==> src/rtl/rsa_pkg.sv <==
// Shared definitions for the RSA key-generation datapath blocks.
package rsa_pkg;

    // Extended-GCD controller states
    typedef enum logic [2:0] {
        IDLE,
        CHECK,
        DIVIDE,
        UPDATE,
        DONE
    } egcd_state_t;

endpackage

==> src/rtl/udiv_seq.sv <==
// Sequential restoring unsigned divider, one quotient bit per cycle.
// The start edge loads the operands and performs the first bit step, so
// valid rises WORD_WIDTH cycles after start was sampled and then holds
// until the next start. Requires WORD_WIDTH >= 2.
module udiv_seq #(
    parameter int WORD_WIDTH = 32
) (
    input  logic                  clk,
    input  logic                  rst,
    input  logic                  start,
    input  logic [WORD_WIDTH-1:0] dividend,
    input  logic [WORD_WIDTH-1:0] divisor,
    output logic [WORD_WIDTH-1:0] quotient,
    output logic [WORD_WIDTH-1:0] remainder,
    output logic                  valid
);

    localparam int CW = $clog2(WORD_WIDTH + 1);

    logic [WORD_WIDTH-1:0] quo_q, rem_q, dvs_q;
    logic [CW-1:0]         cnt_q;
    logic                  valid_q;

    logic [WORD_WIDTH-1:0] quo_in, rem_in, dvs_in;
    logic [WORD_WIDTH:0]   trial;
    logic                  ge;
    logic [WORD_WIDTH-1:0] quo_nxt, rem_nxt;

    // One restoring step: shift next dividend bit into the partial remainder,
    // subtract the divisor when it fits. A fresh start steps from the inputs.
    always_comb begin
        quo_in  = start ? dividend : quo_q;
        rem_in  = start ? '0       : rem_q;
        dvs_in  = start ? divisor  : dvs_q;
        trial   = {rem_in, quo_in[WORD_WIDTH-1]};
        ge      = (trial >= {1'b0, dvs_in});
        // When ge, trial - divisor < divisor, so the low word is exact
        rem_nxt = ge ? (trial[WORD_WIDTH-1:0] - dvs_in) : trial[WORD_WIDTH-1:0];
        quo_nxt = {quo_in[WORD_WIDTH-2:0], ge};
    end

    // Operand/partial registers and step counter
    always_ff @(posedge clk) begin
        if (rst) begin
            quo_q   <= '0;
            rem_q   <= '0;
            dvs_q   <= '0;
            cnt_q   <= '0;
            valid_q <= 1'b0;
        end else if (start) begin
            quo_q   <= quo_nxt;
            rem_q   <= rem_nxt;
            dvs_q   <= divisor;
            cnt_q   <= CW'(WORD_WIDTH - 1);
            valid_q <= 1'b0;
        end else if (cnt_q != '0) begin
            quo_q <= quo_nxt;
            rem_q <= rem_nxt;
            cnt_q <= cnt_q - 1'b1;
            if (cnt_q == CW'(1))
                valid_q <= 1'b1;
        end
    end

    assign quotient  = quo_q;
    assign remainder = rem_q;
    assign valid     = valid_q;

endmodule

==> src/rtl/extended_gcd.sv <==
// Iterative extended Euclid: gcd(a,n) and the Bezout coefficient t with
// t*a == gcd (mod n). One loop iteration costs CHECK + WORD_WIDTH DIVIDE
// cycles + UPDATE; the divide is done by the sequential udiv_seq.
module extended_gcd
    import rsa_pkg::*;
#(
    parameter int WORD_WIDTH = 32
) (
    input  logic                         clk,
    input  logic                         rst,
    input  logic                         start,
    input  logic [WORD_WIDTH-1:0]        a,
    input  logic [WORD_WIDTH-1:0]        n,
    output logic                         ready,
    output logic                         busy,
    output logic                         done,
    output logic [WORD_WIDTH-1:0]        gcd_result,
    output logic signed [WORD_WIDTH:0]   coeff_i
);

    egcd_state_t state_q, state_d;

    logic [WORD_WIDTH-1:0]        r0_q, r1_q;
    logic signed [WORD_WIDTH:0]   t0_q, t1_q;
    logic                         div_start, div_valid;
    logic [WORD_WIDTH-1:0]        div_quo, div_rem;
    logic signed [WORD_WIDTH:0]   qt1, t_next;

    udiv_seq #(.WORD_WIDTH(WORD_WIDTH)) u_div (
        .clk       (clk),
        .rst       (rst),
        .start     (div_start),
        .dividend  (r0_q),
        .divisor   (r1_q),
        .quotient  (div_quo),
        .remainder (div_rem),
        .valid     (div_valid)
    );

    // t0 - q*t1 is truncated to WORD_WIDTH+1 bits and is exact there, so only
    // the low WORD_WIDTH+1 bits of the signed product are ever needed; a
    // product formed at that width carries exactly those bits.
    assign qt1    = $signed({1'b0, div_quo}) * t1_q;
    assign t_next = t0_q - qt1;

    // State register
    always_ff @(posedge clk) begin
        if (rst)
            state_q <= IDLE;
        else
            state_q <= state_d;
    end

    // Next-state logic and divider launch
    always_comb begin
        state_d   = state_q;
        div_start = 1'b0;
        case (state_q)
            IDLE:   if (start) state_d = CHECK;
            CHECK: begin
                // Divider is only launched with a nonzero divisor
                if (r1_q == '0) begin
                    state_d = DONE;
                end else begin
                    state_d   = DIVIDE;
                    div_start = 1'b1;
                end
            end
            DIVIDE: if (div_valid) state_d = UPDATE;
            UPDATE: state_d = CHECK;
            DONE:   state_d = IDLE;
            default: state_d = IDLE;
        endcase
    end

    // Euclid registers and result capture
    always_ff @(posedge clk) begin
        if (rst) begin
            r0_q       <= '0;
            r1_q       <= '0;
            t0_q       <= '0;
            t1_q       <= '0;
            gcd_result <= '0;
            coeff_i    <= '0;
        end else begin
            case (state_q)
                IDLE: if (start) begin
                    r0_q <= n;
                    r1_q <= a;
                    t0_q <= '0;
                    t1_q <= (WORD_WIDTH + 1)'(1);
                end
                CHECK: if (r1_q == '0) begin
                    gcd_result <= r0_q;
                    coeff_i    <= t0_q;
                end
                UPDATE: begin
                    r0_q <= r1_q;
                    r1_q <= div_rem;
                    t0_q <= t1_q;
                    t1_q <= t_next;
                end
                default: ;
            endcase
        end
    end

    assign ready = (state_q == IDLE);
    assign busy  = (state_q != IDLE);
    assign done  = (state_q == DONE);

endmodule

==> config.mk <==
export PLATFORM = sky130hd
export DESIGN_NAME = extended_gcd
export DESIGN_NICKNAME = d
export VERILOG_FILES = /design/src/rtl/rsa_pkg.sv /design/src/rtl/udiv_seq.sv /design/src/rtl/extended_gcd.sv
export SDC_FILE = /design/constraint.sdc
export NUM_CORES = 2
export LEC_CHECK = 0
export ABC_AREA = 1
export CAP_MARGIN = 20
export CORE_MARGIN = 1
export CORE_UTILIZATION = 45
export CTS_CLUSTER_SIZE = 12
export DETAILED_ROUTE_END_ITERATION = 7
export PLACE_DENSITY = 0.75
export SKIP_LAST_GASP = 1
export SLEW_MARGIN = 10
export SYNTH_ARGS = -nofsm -noshare
export SYNTH_HDL_FRONTEND = slang
export SYNTH_SLANG_ARGS = --single-unit
==> constraint.sdc <==
create_clock -name clk -period 7 [get_ports clk]
set_input_delay 1.05 -clock clk [delete_from_list [all_inputs] [get_ports clk]]
set_output_delay 1.05 -clock clk [all_outputs]
set_load 0.01 [all_outputs]
==> out/qor_table.md <==
| Group | Quantity | Value |
|---|---|---|
| grt | All-layer global routing usage | 26.86% |
| route | Length of the first detailed-routing pass in iterations | 6 |
| power | Max VDD drop | 0.2013 mV |
| synth | Post-synthesis sequential element count | 301 |
| critical path | Crit path max fanout | 6 |
| flow run | Max-cap violation count | 0 |
| timing | Number of pins exceeding their max-slew limit in the final report | 0 |
| floorplan | I/O pin total | 135 |
| grt | Initial antenna violation count | 0 |
| power | Switching power as a share of total power | 45.87% |
| place | Detailed-placement wirelength estimate | 76,350 µm |
| synth | Share of synthesized cell area in full adder, half adder and majority cells | 36.56% |
| synth | Count of cell types in the netlist | 47 |
| final layout | Area of the multi-input gates | 21,970 µm² |
| synth | Post-synth EDFFs | 0 |
| floorplan | Effective utilization at floorplan | 45.46% |
| critical path | Cell mode on critical path | fa_1 |
| synth | Fraction of the mapped netlist area in compound gates | 9.752% |
| grt | Maximum number of pins on one net before global-route repair | 120 |
| critical path | WP data required | 7.39 ns |
| power | Part of the total power dissipated in combinational logic | 52.4% |
| timing | Highest Clock Rate | 147.6 MHz |
| final layout | FF/Latch Area | 6111 µm² |
| synth | Main combinational cell family by area after synthesis | adder cells |
| critical path | Slowest cell on the critical path | fa_1 |
| synth | Largest area contributor in the netlist | fa_1 |
| synth | Fraction of synthesis flops using an asynchronous set or reset pin | 0% |
| power | Total net switching power | 0.004040 W |
| timing | Final worst setup slack | 0.2262 ns |
| route | Detail-routed net length per standard cell | 17.96 µm |
| synth | Simple-gate area share of the yosys netlist | 19.90% |
| timing | Skew final | 0.03991 ns |
| place | Setup Slack @ Placement | -0.5837 ns |
| route | Overall via count from detail_route | 28,500 |
| floorplan | Number of placement rows | 98 |
| synth | Synth area leaders | fa_1 29%, dfxtp_1 19%, nand2_1 14%, inv_1 11%, ha_1 7.5% |
| final layout | Fill cell instance count of the final layout | 6,847 |
| critical path | Worst stage delay on the critical path | 0.56 ns |
| cts | CTS sink count | 301 |
| route | Mean number of vias per cell | 5.188 |
| power | Clock Power Share | 23.1% |
| timing | Share of the clock period used by the worst path | 96.77% |
| synth | Post-synthesis mux area share | 0% |
| place | Number of I/O port buffers | 134 |
| route | Residual DRC count | 0 |
| floorplan | Horizontal die dimension | 270.7 µm |
| power | Power Dens Cells | 238.0 nW/µm² |
| cts | Number of buffers added to fix hold violations after cts | 0 |
| timing | Final setup vio count | 0 |
| timing | Final count of hold timing violations | 0 |
| route | Wire length after detailed routing | 98,660 µm |
| synth | Number of instances in the synthesized netlist | 4,429 |
| floorplan | Area of the die | 73,300 µm² |
| timing | Shortest period the worst path allows | 6.774 ns |
| place | Post-detailed-placement cell area | 35,320 µm² |
| final layout | Fraction of layout instances using a drive strength above 1 | 7.198% |
| grt | Wire length of the first global-routing pass | 155,400 µm |
| timing | Worst hold margin | 0.4485 ns |
| synth | Syn Area/Cell | 7.338 µm² |
| critical path | Sort of element at the start of the critical path | register |
| synth | Syn nets | 5,163 |
| final layout | Design Area, Final | 37,000 µm² |
| route | Iter 0 DRT Violations | 2,343 |
| final layout | Synth-to-layout area growth | 13.86% |
| cts | Clock transition at the registers of the reported paths | 0.06 ns |
| cts | Clock latency of the later-clocked register in the worst-skew pair | 0.58 ns |
| synth | Cell area after synthesis | 32,500 µm² |
| grt | Number of global-route vias before repair | 29,120 |
| run status | Outcome | finished clean |
| final layout | Most frequent standard cell in the layout excluding fill and tap cells | nand2_1 |
| critical path | Worst-path cell chain | nand2_1 > fa_1 > fa_1 > inv_1 > fa_1 > fa_1 > fa_1 > inv_1 > fa_1 > fa_1 > inv_1 > fa_1 > inv_1 > ha_4 > nand4_1 > nor3_4 > nand4_1 > nand3_2 > a21oi_1 > o21ai_1 > a21oi_1 > o21ai_1 > a21oi_1 |
| critical path | Worst Path Arrival | 7.17 ns |
| final layout | Nets@finish | 5,253 |
| place | Final Wtd Congestion | 1.000 |
| floorplan | Die outline height | 270.7 µm |
| cts | Cell chosen for the clock root | clkbuf_16 |
| timing | TNS Setup | 0 ns |
| grt | GR Overflow Total | 0 |
| power | Total internal power | 0.004767 W |
| cts | Number of H-tree levels | 2 |
| route | Routed Antenna Nets | 0 |
| synth | Area share of the leading cell type in the synthesized netlist | 29.01% |
| synth | Count of warnings emitted by yosys | 0 |
| timing | Actual slew at the worst max-slew pin | 1.091 ns |
| power | Share of power burned in registers | 24.6% |
| synth | Most common flop cell mapped by yosys | dfxtp_1 |
| cts | Clock Tree Buf Depth | 3 |
| critical path | Worst setup path class | register to register |
| power | Leakage Power | 18.71 nW |
| critical path | Setup crit end kind | register |
| floorplan | Total core area | 71,490 µm² |
| synth | Xor-xnor portion of the synthesized cell area | 0.9433% |
| cts | Number of CTS-inserted buffers | 38 |
| timing | Relative max-transition margin | 27.24% |
| hold path | Hold WC Path Type | register to register |
| timing | Setup repair after global routing missed its margin | yes |
| final layout | Most frequent cells in the layout | 1,199 x nand2_1, 949 x inv_1, 466 x fa_1, 265 x dfxtp_1, 248 x nor2_1 |
| cts | CTS tree | built |
| synth | Sequential element share of the synthesized area | 18.54% |
through the flow:
stage / std cells / utilization (%) / power (W)
finish: 5494 / 51.76 / 0.008807
CTS: 5479 / 51.21 / 0.008675
global placement: 5414 / 49.41 / 0.006548
floorplan: 4429 / - / 0.005082
global route: 5493 / 51.76 / 0.009425
detailed placement: 5414 / 49.41 / 0.006584
Yosys cell counts, drive strengths merged (66+ instances only):
cell type and instances:
fa 471, clkbuf 188, inv 958, nand2 1208
ha 196, o21ai 258, buf 66, nand3 124
a31oi 110, dfxtp 301, nor2 252, a21oi 166
flip-flops by register name, indices dropped and copies added, names as in the netlist:
| signal | cells |
|---|---|
| r0_q | 32 |
| u_div.remainder | 32 |
| r1_q | 32 |
| gcd_result | 32 |
| state_q | 3 |
| coeff_i | 33 |
| u_div.cnt_q | 6 |
| t0_q | 33 |
| u_div.valid | 1 |
| t1_q | 33 |
| u_div.dvs_q | 32 |
| u_div.quotient | 32 |
kinds of logic (layout without fill, tap and decap cells):
group                    count (synthesis)  after routing
adder cells (fa/ha/maj)                667            667
buffers and inverters                 1213           1327
AND/OR/NAND/NOR                       1638           1638
flip-flops                             301            301
AO/OA/AOI/OAI                          575            575
other                                    0              1
XOR/XNOR                                35             35
area by class of cell:
| cell class | instances | share of cell area [%] |
|---|---|---|
| Multi-Input combinational cell | 2915 | 59.38 |
| Sequential cell | 301 | 16.52 |
| Inverter | 959 | 9.756 |
| Timing Repair Buffer | 304 | 7.760 |
| Tap cell | 950 | 3.212 |
| Clock buffer | 50 | 2.854 |
| Clock inverter | 14 | 0.5174 |
| Antenna cell | 1 | 0.006763 |
metal layers:
metal / global-route usage [%] / wire length (µm) / vias to the layer above
li1: - / - / 13450
met1: 33.44 / 39800 / 13740
met2: 45.72 / 46450 / 1053
met3: 3.870 / 6678 / 256
met5: 0 / 0 / -
met4: 12.79 / 5734 / 0
power groups by stage:
| stage | Sequential (W) | Clock, W | Combinational (W) |
|---|---|---|---|
| 6_report | 0.00216 | 0.00203 | 0.00461 |
| 4_1_cts | 0.00215 | 0.00206 | 0.00446 |
| 3_3_place_gp | 0.00218 | 0 | 0.00437 |
| 3_5_place_dp | 0.00218 | 0 | 0.00440 |
| 5_1_grt | 0.00218 | 0.00214 | 0.00510 |
| 2_1_floorplan | 0.00206 | 0 | 0.00302 |
final timing paths:
check / startpoint / end / slack, ns / depth (start not counted)
setup / recovery: u_div.quotient[19]$_SDFFE_PP0P_ / t1_q[27]$_SDFFE_PP0P_ / 0.23 / 23
hold / removal: state_q[2]$_SDFFE_PP0P_ / state_q[0]$_SDFFE_PP0P_ / 0.45 / 1
setup reg to reg: u_div.quotient[19]$_SDFFE_PP0P_ / t1_q[27]$_SDFFE_PP0P_ / 0.23 / 23
hold reg to reg: state_q[2]$_SDFFE_PP0P_ / state_q[0]$_SDFFE_PP0P_ / 0.45 / 1
repair_timing:
| action | 4_1_cts | 5_1_grt |
|---|---|---|
| setup endpoints to repair | 5 | 12 |
| gates resized for setup | 19 | 74 |
| endpoints found under the hold margin | 0 | 0 |
| gates cloned | 0 | 3 |
| setup buffers | 1 | 12 |
| pin swaps | 2 | 10 |
critical path: cells and delay by family (launching register included):
kind	cells	cell delay, ns
compound gates	5	0.59
flops	1	0.41
buf+inv	4	0.21
simple gates	5	1.04
fa+ha+maj	9	4.34
(Power assumes the default switching activity.)
